[src/rtl/pixel_pkg.sv]
// Shared pixel-memory definitions: pixel type, reader state encoding and the
// default image / display geometry used by the CPU writer, the VGA timing
// block and the display-side reader.
package pixel_pkg;

  localparam int PIX_W        = 8;
  localparam int DEF_IMG_W    = 400;
  localparam int DEF_IMG_H    = 400;
  localparam int DEF_H_ACTIVE = 640;
  localparam int DEF_V_ACTIVE = 480;

  typedef logic [PIX_W-1:0] pixel_t;

  typedef enum logic [1:0] {
    IDLE,
    FILL,
    STREAM,
    DONE
  } rd_state_t;

  // Bits needed to hold values 0..n-1, never less than one bit.
  function automatic int cnt_w(input int n);
    return (n <= 2) ? 1 : $clog2(n);
  endfunction

endpackage

[src/rtl/vga_pixel_reader_if.sv]
// Pixel-memory read port shared between the display reader (master) and the
// memory / CPU-write arbitration side (slave).
interface vga_pixel_reader_if #(
  parameter int DATA_W = 8,
  parameter int ADDR_W = 18
);
  logic              cpu_wr_busy;
  logic              mem_rd_en;
  logic [ADDR_W-1:0] mem_addr;
  logic [DATA_W-1:0] mem_rdata;

  modport master (
    input  cpu_wr_busy,
    input  mem_rdata,
    output mem_rd_en,
    output mem_addr
  );

  modport slave (
    output cpu_wr_busy,
    output mem_rdata,
    input  mem_rd_en,
    input  mem_addr
  );
endinterface

[src/rtl/pixel_fifo.sv]
// Small synchronous prefetch FIFO with flush. Head is visible combinationally
// on rd_data whenever the FIFO is non-empty; push and pop in the same cycle
// are both honoured.
module pixel_fifo #(
  parameter int WIDTH = 8,
  parameter int DEPTH = 4
) (
  input  logic                     clk,
  input  logic                     rst,
  input  logic                     push,
  input  logic                     pop,
  input  logic                     flush,
  input  logic [WIDTH-1:0]         wr_data,
  output logic [WIDTH-1:0]         rd_data,
  output logic                     full,
  output logic                     empty,
  output logic [$clog2(DEPTH):0]   count
);

  localparam int PW = $clog2(DEPTH);
  localparam int CW = PW + 1;

  if (DEPTH < 2 || (DEPTH & (DEPTH - 1)) != 0) begin : g_bad_depth
    $error("pixel_fifo: DEPTH must be a power of two and at least 2");
  end

  logic [WIDTH-1:0] store [DEPTH];
  logic [PW-1:0]    wr_ptr;
  logic [PW-1:0]    rd_ptr;
  logic             do_push;
  logic             do_pop;

  assign empty   = (count == '0);
  assign full    = (count == CW'(DEPTH));
  assign do_pop  = pop && !empty;
  assign do_push = push && (!full || do_pop);
  assign rd_data = store[rd_ptr];

  // Pointer and occupancy tracking; flush discards everything at once.
  always_ff @(posedge clk or posedge rst) begin
    if (rst) begin
      wr_ptr <= '0;
      rd_ptr <= '0;
      count  <= '0;
    end else if (flush) begin
      wr_ptr <= '0;
      rd_ptr <= '0;
      count  <= '0;
    end else begin
      if (do_push) wr_ptr <= wr_ptr + PW'(1);
      if (do_pop)  rd_ptr <= rd_ptr + PW'(1);
      count <= count + CW'(do_push) - CW'(do_pop);
    end
  end

  // Data storage needs no reset; contents are only read behind a valid count.
  always_ff @(posedge clk) begin
    if (do_push && !flush) store[wr_ptr] <= wr_data;
  end

endmodule

[src/rtl/vga_pixel_reader.sv]
// Display-side pixel-memory reader. Prefetches an IMG_W x IMG_H image into a
// small FIFO and hands out one pixel per VGA request, background colour
// outside the image. CPU writes own the memory port whenever cpu_wr_busy is
// high. Build option UNDERFLOW_CNT_EN adds a saturating underflow counter port.
module vga_pixel_reader
  import pixel_pkg::*;
#(
  parameter int                DATA_W     = PIX_W,
  parameter int                ADDR_W     = 18,
  parameter int                IMG_W      = DEF_IMG_W,
  parameter int                IMG_H      = DEF_IMG_H,
  parameter int                H_ACTIVE   = DEF_H_ACTIVE,
  parameter int                V_ACTIVE   = DEF_V_ACTIVE,
  parameter int                FIFO_DEPTH = 4,
  parameter logic [DATA_W-1:0] BG_COLOR   = '0
) (
  input  logic                 clk,
  input  logic                 rst,
  input  logic                 frame_start,
  input  logic                 pix_req,
  vga_pixel_reader_if.master   mem,
  output logic [DATA_W-1:0]    pix_data,
  output logic                 pix_valid,
  output logic                 underflow
`ifdef UNDERFLOW_CNT_EN
  ,
  output logic [15:0]          underflow_cnt
`endif
);

  localparam int XW = cnt_w(H_ACTIVE);
  localparam int YW = cnt_w(V_ACTIVE + 1);
  localparam int CW = $clog2(FIFO_DEPTH) + 1;

  localparam logic [ADDR_W-1:0] TOTAL  = ADDR_W'(IMG_W * IMG_H);
  localparam logic [XW-1:0]     X_LAST = XW'(H_ACTIVE - 1);
  localparam logic [YW-1:0]     Y_LIM  = YW'(V_ACTIVE);

  if (IMG_W * IMG_H >= 2 ** ADDR_W) begin : g_bad_size
    $error("vga_pixel_reader: IMG_W*IMG_H does not fit in ADDR_W bits");
  end

  rd_state_t         state;
  logic [ADDR_W-1:0] fetch_cnt;
  logic [ADDR_W-1:0] skip_cnt;
  logic [ADDR_W-1:0] skip_next;
  logic              in_flight;
  logic [XW-1:0]     x;
  logic [YW-1:0]     y;

  logic              fifo_push;
  logic              fifo_pop;
  logic              fifo_full;
  logic              fifo_empty;
  logic [CW-1:0]     fifo_count;
  logic [DATA_W-1:0] fifo_head;
  logic [CW:0]       occupancy;

  logic              req_ok;
  logic              in_image;
  logic              under;
  logic              arrive;
  logic              discard;
  logic              issue;

  // A frame_start in the same cycle wins over the request and the arriving word.
  assign req_ok   = pix_req && !frame_start;
  assign in_image = ({1'b0, x} < (XW + 1)'(IMG_W)) && ({1'b0, y} < (YW + 1)'(IMG_H));
  assign fifo_pop = req_ok && in_image && !fifo_empty;
  assign under    = req_ok && in_image && fifo_empty;
  assign arrive   = in_flight && !frame_start;

  // A word landing in the same cycle as an underflow belongs to the skipped
  // pixel, so it is discarded immediately rather than counted for later.
  assign skip_next = skip_cnt + ADDR_W'(under);
  assign discard   = arrive && (skip_next != '0);
  assign fifo_push = arrive && !discard;

  assign occupancy = {1'b0, fifo_count} + (CW + 1)'(in_flight);
  assign issue     = ((state == FILL) || (state == STREAM)) && !frame_start &&
                     !mem.cpu_wr_busy && !fifo_full && (fetch_cnt != TOTAL) &&
                     (occupancy < (CW + 1)'(FIFO_DEPTH));

  assign mem.mem_rd_en = issue;
  assign mem.mem_addr  = fetch_cnt;

  pixel_fifo #(
    .WIDTH (DATA_W),
    .DEPTH (FIFO_DEPTH)
  ) u_fifo (
    .clk     (clk),
    .rst     (rst),
    .push    (fifo_push),
    .pop     (fifo_pop),
    .flush   (frame_start),
    .wr_data (mem.mem_rdata),
    .rd_data (fifo_head),
    .full    (fifo_full),
    .empty   (fifo_empty),
    .count   (fifo_count)
  );

  // Fetch FSM: sequences prefetch and tracks fetch, in-flight and skip state.
  always_ff @(posedge clk or posedge rst) begin
    if (rst) begin
      state     <= IDLE;
      fetch_cnt <= '0;
      skip_cnt  <= '0;
      in_flight <= 1'b0;
    end else if (frame_start) begin
      state     <= FILL;
      fetch_cnt <= '0;
      skip_cnt  <= '0;
      in_flight <= 1'b0;
    end else begin
      in_flight <= issue;
      fetch_cnt <= fetch_cnt + ADDR_W'(issue);
      skip_cnt  <= discard ? (skip_next - ADDR_W'(1)) : skip_next;
      case (state)
        IDLE:   state <= IDLE;
        FILL:   if (fifo_count == CW'(FIFO_DEPTH) || fetch_cnt == TOTAL) state <= STREAM;
        STREAM: if (fetch_cnt == TOTAL && !in_flight && fifo_empty) state <= DONE;
        DONE:   state <= DONE;
        default: state <= IDLE;
      endcase
    end
  end

  // Raster position of the next request; y saturates past the last line.
  always_ff @(posedge clk or posedge rst) begin
    if (rst) begin
      x <= '0;
      y <= '0;
    end else if (frame_start) begin
      x <= '0;
      y <= '0;
    end else if (req_ok && (y != Y_LIM)) begin
      if (x == X_LAST) begin
        x <= '0;
        y <= y + YW'(1);
      end else begin
        x <= x + XW'(1);
      end
    end
  end

  // Registered pixel response, one cycle after each accepted request.
  always_ff @(posedge clk or posedge rst) begin
    if (rst) begin
      pix_data  <= '0;
      pix_valid <= 1'b0;
      underflow <= 1'b0;
    end else begin
      pix_valid <= req_ok;
      underflow <= under;
      if (fifo_pop)    pix_data <= fifo_head;
      else if (req_ok) pix_data <= BG_COLOR;
    end
  end

`ifdef UNDERFLOW_CNT_EN
  // Saturating underflow count; survives frame_start, cleared only by rst.
  always_ff @(posedge clk or posedge rst) begin
    if (rst) begin
      underflow_cnt <= '0;
    end else if (under && (underflow_cnt != 16'hFFFF)) begin
      underflow_cnt <= underflow_cnt + 16'd1;
    end
  end
`endif

endmodule
[src/flat_wrapper.sv]
// flat-port wrapper written by rule: the top's interface ports become plain ports
module vga_pixel_reader_flat import pixel_pkg::*;
#(
  parameter int                DATA_W     = PIX_W,
  parameter int                ADDR_W     = 18,
  parameter int                IMG_W      = DEF_IMG_W,
  parameter int                IMG_H      = DEF_IMG_H,
  parameter int                H_ACTIVE   = DEF_H_ACTIVE,
  parameter int                V_ACTIVE   = DEF_V_ACTIVE,
  parameter int                FIFO_DEPTH = 4,
  parameter logic [DATA_W-1:0] BG_COLOR   = '0
)
  (clk, rst, frame_start, pix_req, pix_data, pix_valid, underflow, mem_cpu_wr_busy, mem_mem_rdata, mem_mem_rd_en, mem_mem_addr);
  vga_pixel_reader_if #(.DATA_W(DATA_W), .ADDR_W(ADDR_W)) mem_i ();
  input  logic clk;
  input  logic rst;
  input  logic frame_start;
  input  logic pix_req;
  output logic [DATA_W-1:0] pix_data;
  output logic pix_valid;
  output logic underflow;
  input wire logic [$bits(mem_i.cpu_wr_busy)-1:0] mem_cpu_wr_busy;
  input wire logic [$bits(mem_i.mem_rdata)-1:0] mem_mem_rdata;
  output wire logic [$bits(mem_i.mem_rd_en)-1:0] mem_mem_rd_en;
  output wire logic [$bits(mem_i.mem_addr)-1:0] mem_mem_addr;
  assign mem_i.cpu_wr_busy = mem_cpu_wr_busy;
  assign mem_i.mem_rdata = mem_mem_rdata;
  assign mem_mem_rd_en = mem_i.mem_rd_en;
  assign mem_mem_addr = mem_i.mem_addr;
  vga_pixel_reader #(.DATA_W(DATA_W), .ADDR_W(ADDR_W), .IMG_W(IMG_W), .IMG_H(IMG_H), .H_ACTIVE(H_ACTIVE), .V_ACTIVE(V_ACTIVE), .FIFO_DEPTH(FIFO_DEPTH), .BG_COLOR(BG_COLOR)) u_core (.clk(clk), .rst(rst), .frame_start(frame_start), .pix_req(pix_req), .mem(mem_i), .pix_data(pix_data), .pix_valid(pix_valid), .underflow(underflow));
endmodule
[config.mk]
export PLATFORM = sky130hd
export DESIGN_NAME = vga_pixel_reader_flat
export DESIGN_NICKNAME = d
export VERILOG_FILES = /design/src/rtl/pixel_pkg.sv /design/src/rtl/vga_pixel_reader_if.sv /design/src/rtl/pixel_fifo.sv /design/src/rtl/vga_pixel_reader.sv /design/src/flat_wrapper.sv
export SDC_FILE = /design/constraint.sdc
export NUM_CORES = 1
export LEC_CHECK = 0
export ABC_AREA = 1
export ABC_CLOCK_PERIOD_IN_PS = 10500
export BUFFER_PORTS_ARGS = -buffer_cell sky130_fd_sc_hd__buf_2
export CELL_PAD_IN_SITES_DETAIL_PLACEMENT = 1
export CELL_PAD_IN_SITES_GLOBAL_PLACEMENT = 1
export CORE_UTILIZATION = 49
export CTS_CLUSTER_SIZE = 10
export DETAILED_ROUTE_END_ITERATION = 16
export PLACE_DENSITY_LB_ADDON = 0.15
export SYNTH_ARGS = -nofsm -noshare
export SYNTH_HDL_FRONTEND = slang
export SYNTH_SLANG_ARGS = --single-unit
export TNS_END_PERCENT = 1
[constraint.sdc]
create_clock -name clk -period 10.5 [get_ports clk]
set_input_delay 1.05 -clock clk [delete_from_list [all_inputs] [get_ports clk]]
set_output_delay 1.05 -clock clk [all_outputs]
set_load 0.05 [all_outputs]
* After elaboration in Yosys (flattened, before gate mapping) *
Memories as Yosys holds them, arrays and structs flattened.
Cells that the tools add are included.

word-level totals
  bits in registers = 75
  bits in writable memories = 32
  logic and storage cells = 97
  memories kept = 1

memory list
  memory               words  bits a word  rd ports  clocked after Yosys merged registers in  write ports  RTL line          RTL
  u_core.u_fifo.store  4      8            1         0                                        1            pixel_fifo.sv:27  logic [WIDTH-1:0] store [DEPTH];

cells by class
  add/subtract/negate cells = 10
  $lt $le $gt $ge = 3
  equality and inequality tests = 10
  mux-type cells = 23
  reduce and logical (&&, ||, !) cells = 38

operator list
  cell                   number
  $mux 18                3
  $add 18x1->18          2
  $mux 10                3
  $mux 9                 3
  $logic_and 1x1->1      19
  $eq 18x18->1 const B   1
  $ne 18x18->1 const B   1
  $reduce_bool 18->1     1
  $sub 18x1->18 const B  1
  $mux 8                 2
  $mux 2                 7
  $add 10x1->10 const B  1
  $eq 10x10->1 const B   1
  $lt 10x9->1 const B    1
  $reduce_bool 2->1      5
  $add 9x1->9 const B    1
  $lt 9x9->1 const B     1
  $ne 9x9->1 const B     1
  $pmux 2 s4             1
  $logic_not 1->1        6
  $ne 3x3->1 const B     2
  $add 2x1->2 const B    2
  $add 3x1->4            1
  $eq 2x2->1 const B     2
  other kinds (11)       16

* Longest topological paths before layout *
  depth in word-level cells = 13
  depth in mapped cells = 21

* Cells and area by module *
A second synthesis with hierarchy kept.

unflattened totals
  cell total of the unflattened synthesis = 806
  area, all modules = 6299.8 um^2

modules (own cells, without submodules)
  module            instances  cells each  area an instance (um^2)
  vga_pixel_reader  1          665         4548.1
  pixel_fifo        1          141         1751.7

* Worst setup path after synthesis *
Ideal clock, no wire load.

  kind = input port to flip-flop
  from = input frame_start
  to = register u_core.fetch_cnt[16] (netlist: u_core.mem.mem_addr[16])
  setup time = 0.123 ns
  arrival = 4.213 ns
  required time = 10.377 ns
  path slack = 6.165 ns
  cell stages on the path = 18
  buffers on the path = 1
  path through = buf_6 > nor2_1 > nand4_1 > nor3_1 > ha_1 > ha_1 > nand2_1 > inv_1 > nand2_1 > nor2_1 > nand2_1 > nor2_1 > nand2_1 > nor2_1 > nand3_1 > nor2_1 > nand4_1 > nor3b_1

between the ends
  word-level cells in the longest chain between the ends = 8

ends and longest elaborated chain
  item                            RTL line                 RTL
  start, declared                 flat_wrapper.sv:17       input logic frame_start;
  $logic_not 1->1                 vga_pixel_reader.sv:80   assign issue = ((state == FILL) || (state == STREAM)) && !frame_start &&
  $logic_and 1x1->1 (2 in a row)  vga_pixel_reader.sv:80
  $logic_and 1x1->1 (3 in a row)  vga_pixel_reader.sv:81   !mem.cpu_wr_busy && !fifo_full && (fetch_cnt != TOTAL) &&
  named net mem_mem_rd_en         flat_wrapper.sv:24       output wire logic [$bits(mem_i.mem_rd_en)-1:0] mem_mem_rd_en;
  $add 18x1->18                   vga_pixel_reader.sv:117  fetch_cnt <= fetch_cnt + ADDR_W'(issue);
  $mux 18                         vga_pixel_reader.sv:110  end else if (frame_start) begin
  end signal, assigned            vga_pixel_reader.sv:117
  end, declared                   vga_pixel_reader.sv:44   logic [ADDR_W-1:0] fetch_cnt;

The timed path passes the listed nets, and every way through them passes these cells.
A chain may end at the register's enable or synchronous reset.

* Worst setup path after layout *
  from = input frame_start
  to = register u_core.u_fifo.count[2]

between the ends
  word-level cells in the longest chain between the ends = 13
  elaborated cells between the ends (all ways) = 17

ends and longest elaborated chain
  item                            RTL line                RTL
  $logic_not 1->1                 vga_pixel_reader.sv:67  assign req_ok = pix_req && !frame_start;
  $logic_and 1x1->1               vga_pixel_reader.sv:67
  $logic_and 1x1->1 (2 in a row)  vga_pixel_reader.sv:70  assign under = req_ok && in_image && fifo_empty;
  named net u_core.under          vga_pixel_reader.sv:61  logic under;
  $add 18x1->18                   vga_pixel_reader.sv:75  assign skip_next = skip_cnt + ADDR_W'(under);
  $reduce_bool 18->1              vga_pixel_reader.sv:76  assign discard = arrive && (skip_next != '0);
  $logic_and 1x1->1               vga_pixel_reader.sv:76
  $logic_not 1->1                 vga_pixel_reader.sv:77  assign fifo_push = arrive && !discard;
  $logic_and 1x1->1               vga_pixel_reader.sv:77
  $logic_and 1x1->1               pixel_fifo.sv:36        assign do_push = push && (!full || do_pop);
  $add 3x1->3                     pixel_fifo.sv:52        count <= count + CW'(do_push) - CW'(do_pop);
  $sub 3x1->3                     pixel_fifo.sv:52
  $mux 3                          pixel_fifo.sv:45        end else if (flush) begin
  end signal, assigned            pixel_fifo.sv:52
  end, declared                   pixel_fifo.sv:17        output logic [$clog2(DEPTH):0] count

The timed path passes the listed nets, and every way through them passes these cells.

==> results.json <==
{
  "drive_above_1_share": 0.113,
  "critPathMaxFanout": 30,
  "synth.avg_cell_area_um2": 8.14,
  "synth-seq-cells": 107,
  "r2r_start": "u_core.x[5]",
  "ctsHoldBuffers": 0,
  "fillers": 1437,
  "antenna_found_initial": 0,
  "gp_congestion": 0.911,
  "crit_chain": "buf_2, inv_1, nand2_1, nor4_1, ha_1, ha_1, nand2_1, nor2_2, nand2_2, xnor2_1, nor2_1, nand3_1, nor2_1, nand3_2, ha_1, inv_1, ha_1, fa_1, xor2_1, nor2_1",
  "yosysTopAreaCell": "dfrtp_1",
  "dp_hpwl_um": 11700,
  "syn_inst": 729,
  "areaGrowthSynthToFinish_pct": 10.5,
  "synth_top_area_frac": 0.316,
  "mappedNetlistArea_um2": 5930,
  "timing.fmax_mhz": 190,
  "wl_um": 16300,
  "cp-start-kind": "primary input",
  "ys_seq_area_frac": 0.478,
  "start_util": 0.511,
  "clock-sinks": 107,
  "nets": 802,
  "drtPass1Iterations": 11,
  "routed-via-count": 5134,
  "min_path_type": "register to register",
  "cpMaxStageDelayCell": "nor4_1",
  "hold_violations": 0,
  "drv_slew": 0,
  "grt_pass1_vias": 5537,
  "portBuffers": 41,
  "setup_viol": 0,
  "grt_max_degree": 44,
  "critPathKind": "primary input to register",
  "ys_warn_count": 0,
  "drc": 1,
  "p_leak_nw": 3.08,
  "die_w_um": 112,
  "setup_tns_ps": 0,
  "max_stage_delay_ps": 640,
  "crit_required_ps": 10720,
  "vias_per_cell": 5.60,
  "critical_path_arrival_ps": 5490,
  "overflow": 0,
  "synth_ff_type": "dfrtp_1",
  "skew_ps": 14.1,
  "post_cts_buffers": 0,
  "cts.reportedPaths.clkPinSlew_ps": 80,
  "clk_path_buf_depth": 2,
  "synth_edf_count": 32,
  "seqCellArea_um2": 2840,
  "violations": "DRC",
  "worst_slack_ps": 5230,
  "grt_pass1_wl_um": 27400,
  "numCtsBuffers": 9,
  "end_kind": "register",
  "slew_headroom": 0.396,
  "cap_violations": 0,
  "insertedDiodeCount": 0,
  "grtUsageTotal": 0.278,
  "clkLatencyLatePin_ps": 370,
  "synthArstFlopShare": 0.701,
  "cts_max_level": 3,
  "cts_root_buf": "clkbuf_16",
  "cts_resized": 0,
  "min-delay-start": "u_core.pix_data[0]",
  "cpMostUsedCell": "ha_1",
  "synth_fp_nets": 763,
  "status": "complete, but fails checks",
  "core_um2": 11600,
  "power_density_nw_per_um2": 220,
  "vdd_ir_drop_max_mv": 0.182,
  "yosysUniqueCellTypes": 41,
  "die_h_um": 112,
  "tightest_slew_ps": 903,
  "fp-row-count": 39,
  "boundaryPins": 42,
  "pre_cts_ws_ps": 4870,
  "cts_tree": "done",
  "fin_crit_ps": 5270,
  "drt-initial-drc-count": 212,
  "startpoint": "frame_start",
  "antenna_left": 0,
  "routedWlPerCell_um": 17.8,
  "grt_setup_unrepaired": "no",
  "dieArea_um2": 12600,
  "multi_input_area_um2": 2640,
  "finalCritPeriodShare": 0.502,
  "synthTopCellsByArea": "dfrtp_1 (32%), edfxtp_1 (16%), nand2_1 (9.6%)"
}
-- synth_stat cells, types with 3 or more instances --
| master | instances |
|---|---|
| buf_6 | 4 |
| edfxtp_1 | 32 |
| a22o_1 | 8 |
| nand2_2 | 8 |
| nor3_1 | 30 |
| a21oi_1 | 28 |
| dfrtp_1 | 75 |
| nor2_2 | 5 |
| o21ai_0 | 44 |
| o21bai_1 | 3 |
| o22ai_1 | 9 |
| nor4_1 | 5 |
| nand2_1 | 152 |
| xnor2_1 | 4 |
| nor2_4 | 3 |
| inv_1 | 93 |
| nand3_1 | 37 |
| ha_1 | 20 |
| clkbuf_1 | 10 |
| xor2_1 | 9 |
| nor2_1 | 106 |
| or2_2 | 3 |
| nand4_1 | 15 |
| a211oi_1 | 3 |
-- worst max-delay path, delay by kind of cell --
kind / cells / cell delay, ps
simple gates: 10 / 2000
fa+ha+maj: 5 / 1510
xor+xnor: 2 / 380
buf+inv: 3 / 540
-- logic make-up after synthesis --
group	share of synthesized area
adder cells (fa/ha/maj)	0.0455
flip-flops	0.478
XOR/XNOR	0.0192
AND/OR/NAND/NOR	0.281
buffers and inverters	0.0767
AO/OA/AOI/OAI	0.0991
-- cell usage in the layout, fill, tap and decap left out, types with 8 or more instances in the layout --
master / instances
a22o_1: 8
edfxtp_1: 32
nand2_1: 152
nand3_1: 37
o21ai_0: 44
clkbuf_16: 9
nand4_1: 15
o22ai_1: 9
a21oi_1: 28
ha_1: 20
nor3_1: 30
dfrtp_1: 75
nand2_2: 8
nor2_1: 106
buf_2: 41
inv_1: 92
xor2_1: 9
-- state kept, by name, summed over array words and instances (netlist names), 3 cells and up --
name,flops
u_core.mem.mem_addr,18
u_core.pix_data,8
u_core.skip_cnt,18
u_core.u_fifo.count,3
u_core.u_fifo.store,32
u_core.x,10
u_core.y,9
-- final cells by class --
type,instances,share of cell area
Sequential cell,107,0.433
Multi-Input combinational cell,512,0.403
Inverter,95,0.0549
Clock buffer,9,0.0343
Timing Repair Buffer,43,0.0336
Tap cell,143,0.0273
Clock inverter,7,0.0147
-- metrics by stage --
stage                     cells  power, mW   util  instance area (um^2)  hold WS, ps
after CTS                   916       1.45  0.565                  6560          526
final                       916       1.44  0.565                  6560          524
after detailed placement    900       1.08  0.537                  6240          517
after floorplan             729      0.929      -                  5930          462
after global routing        916       1.53  0.565                  6560          557
after global placement      900       1.05  0.537                  6240          486
-- power by group --
part           leakage [nW]  total (mW)  internal, mW  switching, mW
Combinational          1.61       0.554         0.169          0.384
Sequential             1.32       0.521         0.474         0.0469
Clock                 0.155       0.368         0.193          0.175
Total                  3.08        1.44         0.837          0.606
-- worst paths after layout --
| path | endpoint | slack (ps) | cells past startpoint |
|---|---|---|---|
| min reg2reg | u_core.pix_data[0] | 520 | 1 |
| min in group asynchronous | u_core.mem.mem_addr[15] | 720 | 2 |
| min | u_core.pix_data[0] | 520 | 1 |
| max in group asynchronous | u_core.skip_cnt[15] | 8800 | 3 |
| max reg2reg | u_core.u_fifo.count[2] | 5940 | 20 |
| max | u_core.u_fifo.count[2] | 5230 | 20 |
-- per-layer routing --
metal	vias to the layer above	part of all wire	global-route usage
li1	2476	-	-
met1	2536	0.43	0.335
met2	88	0.51	0.500
met3	34	0.028	0.0400
met4	0	0.026	0.115
met5	-	0	0
(Power assumes the default switching activity.)
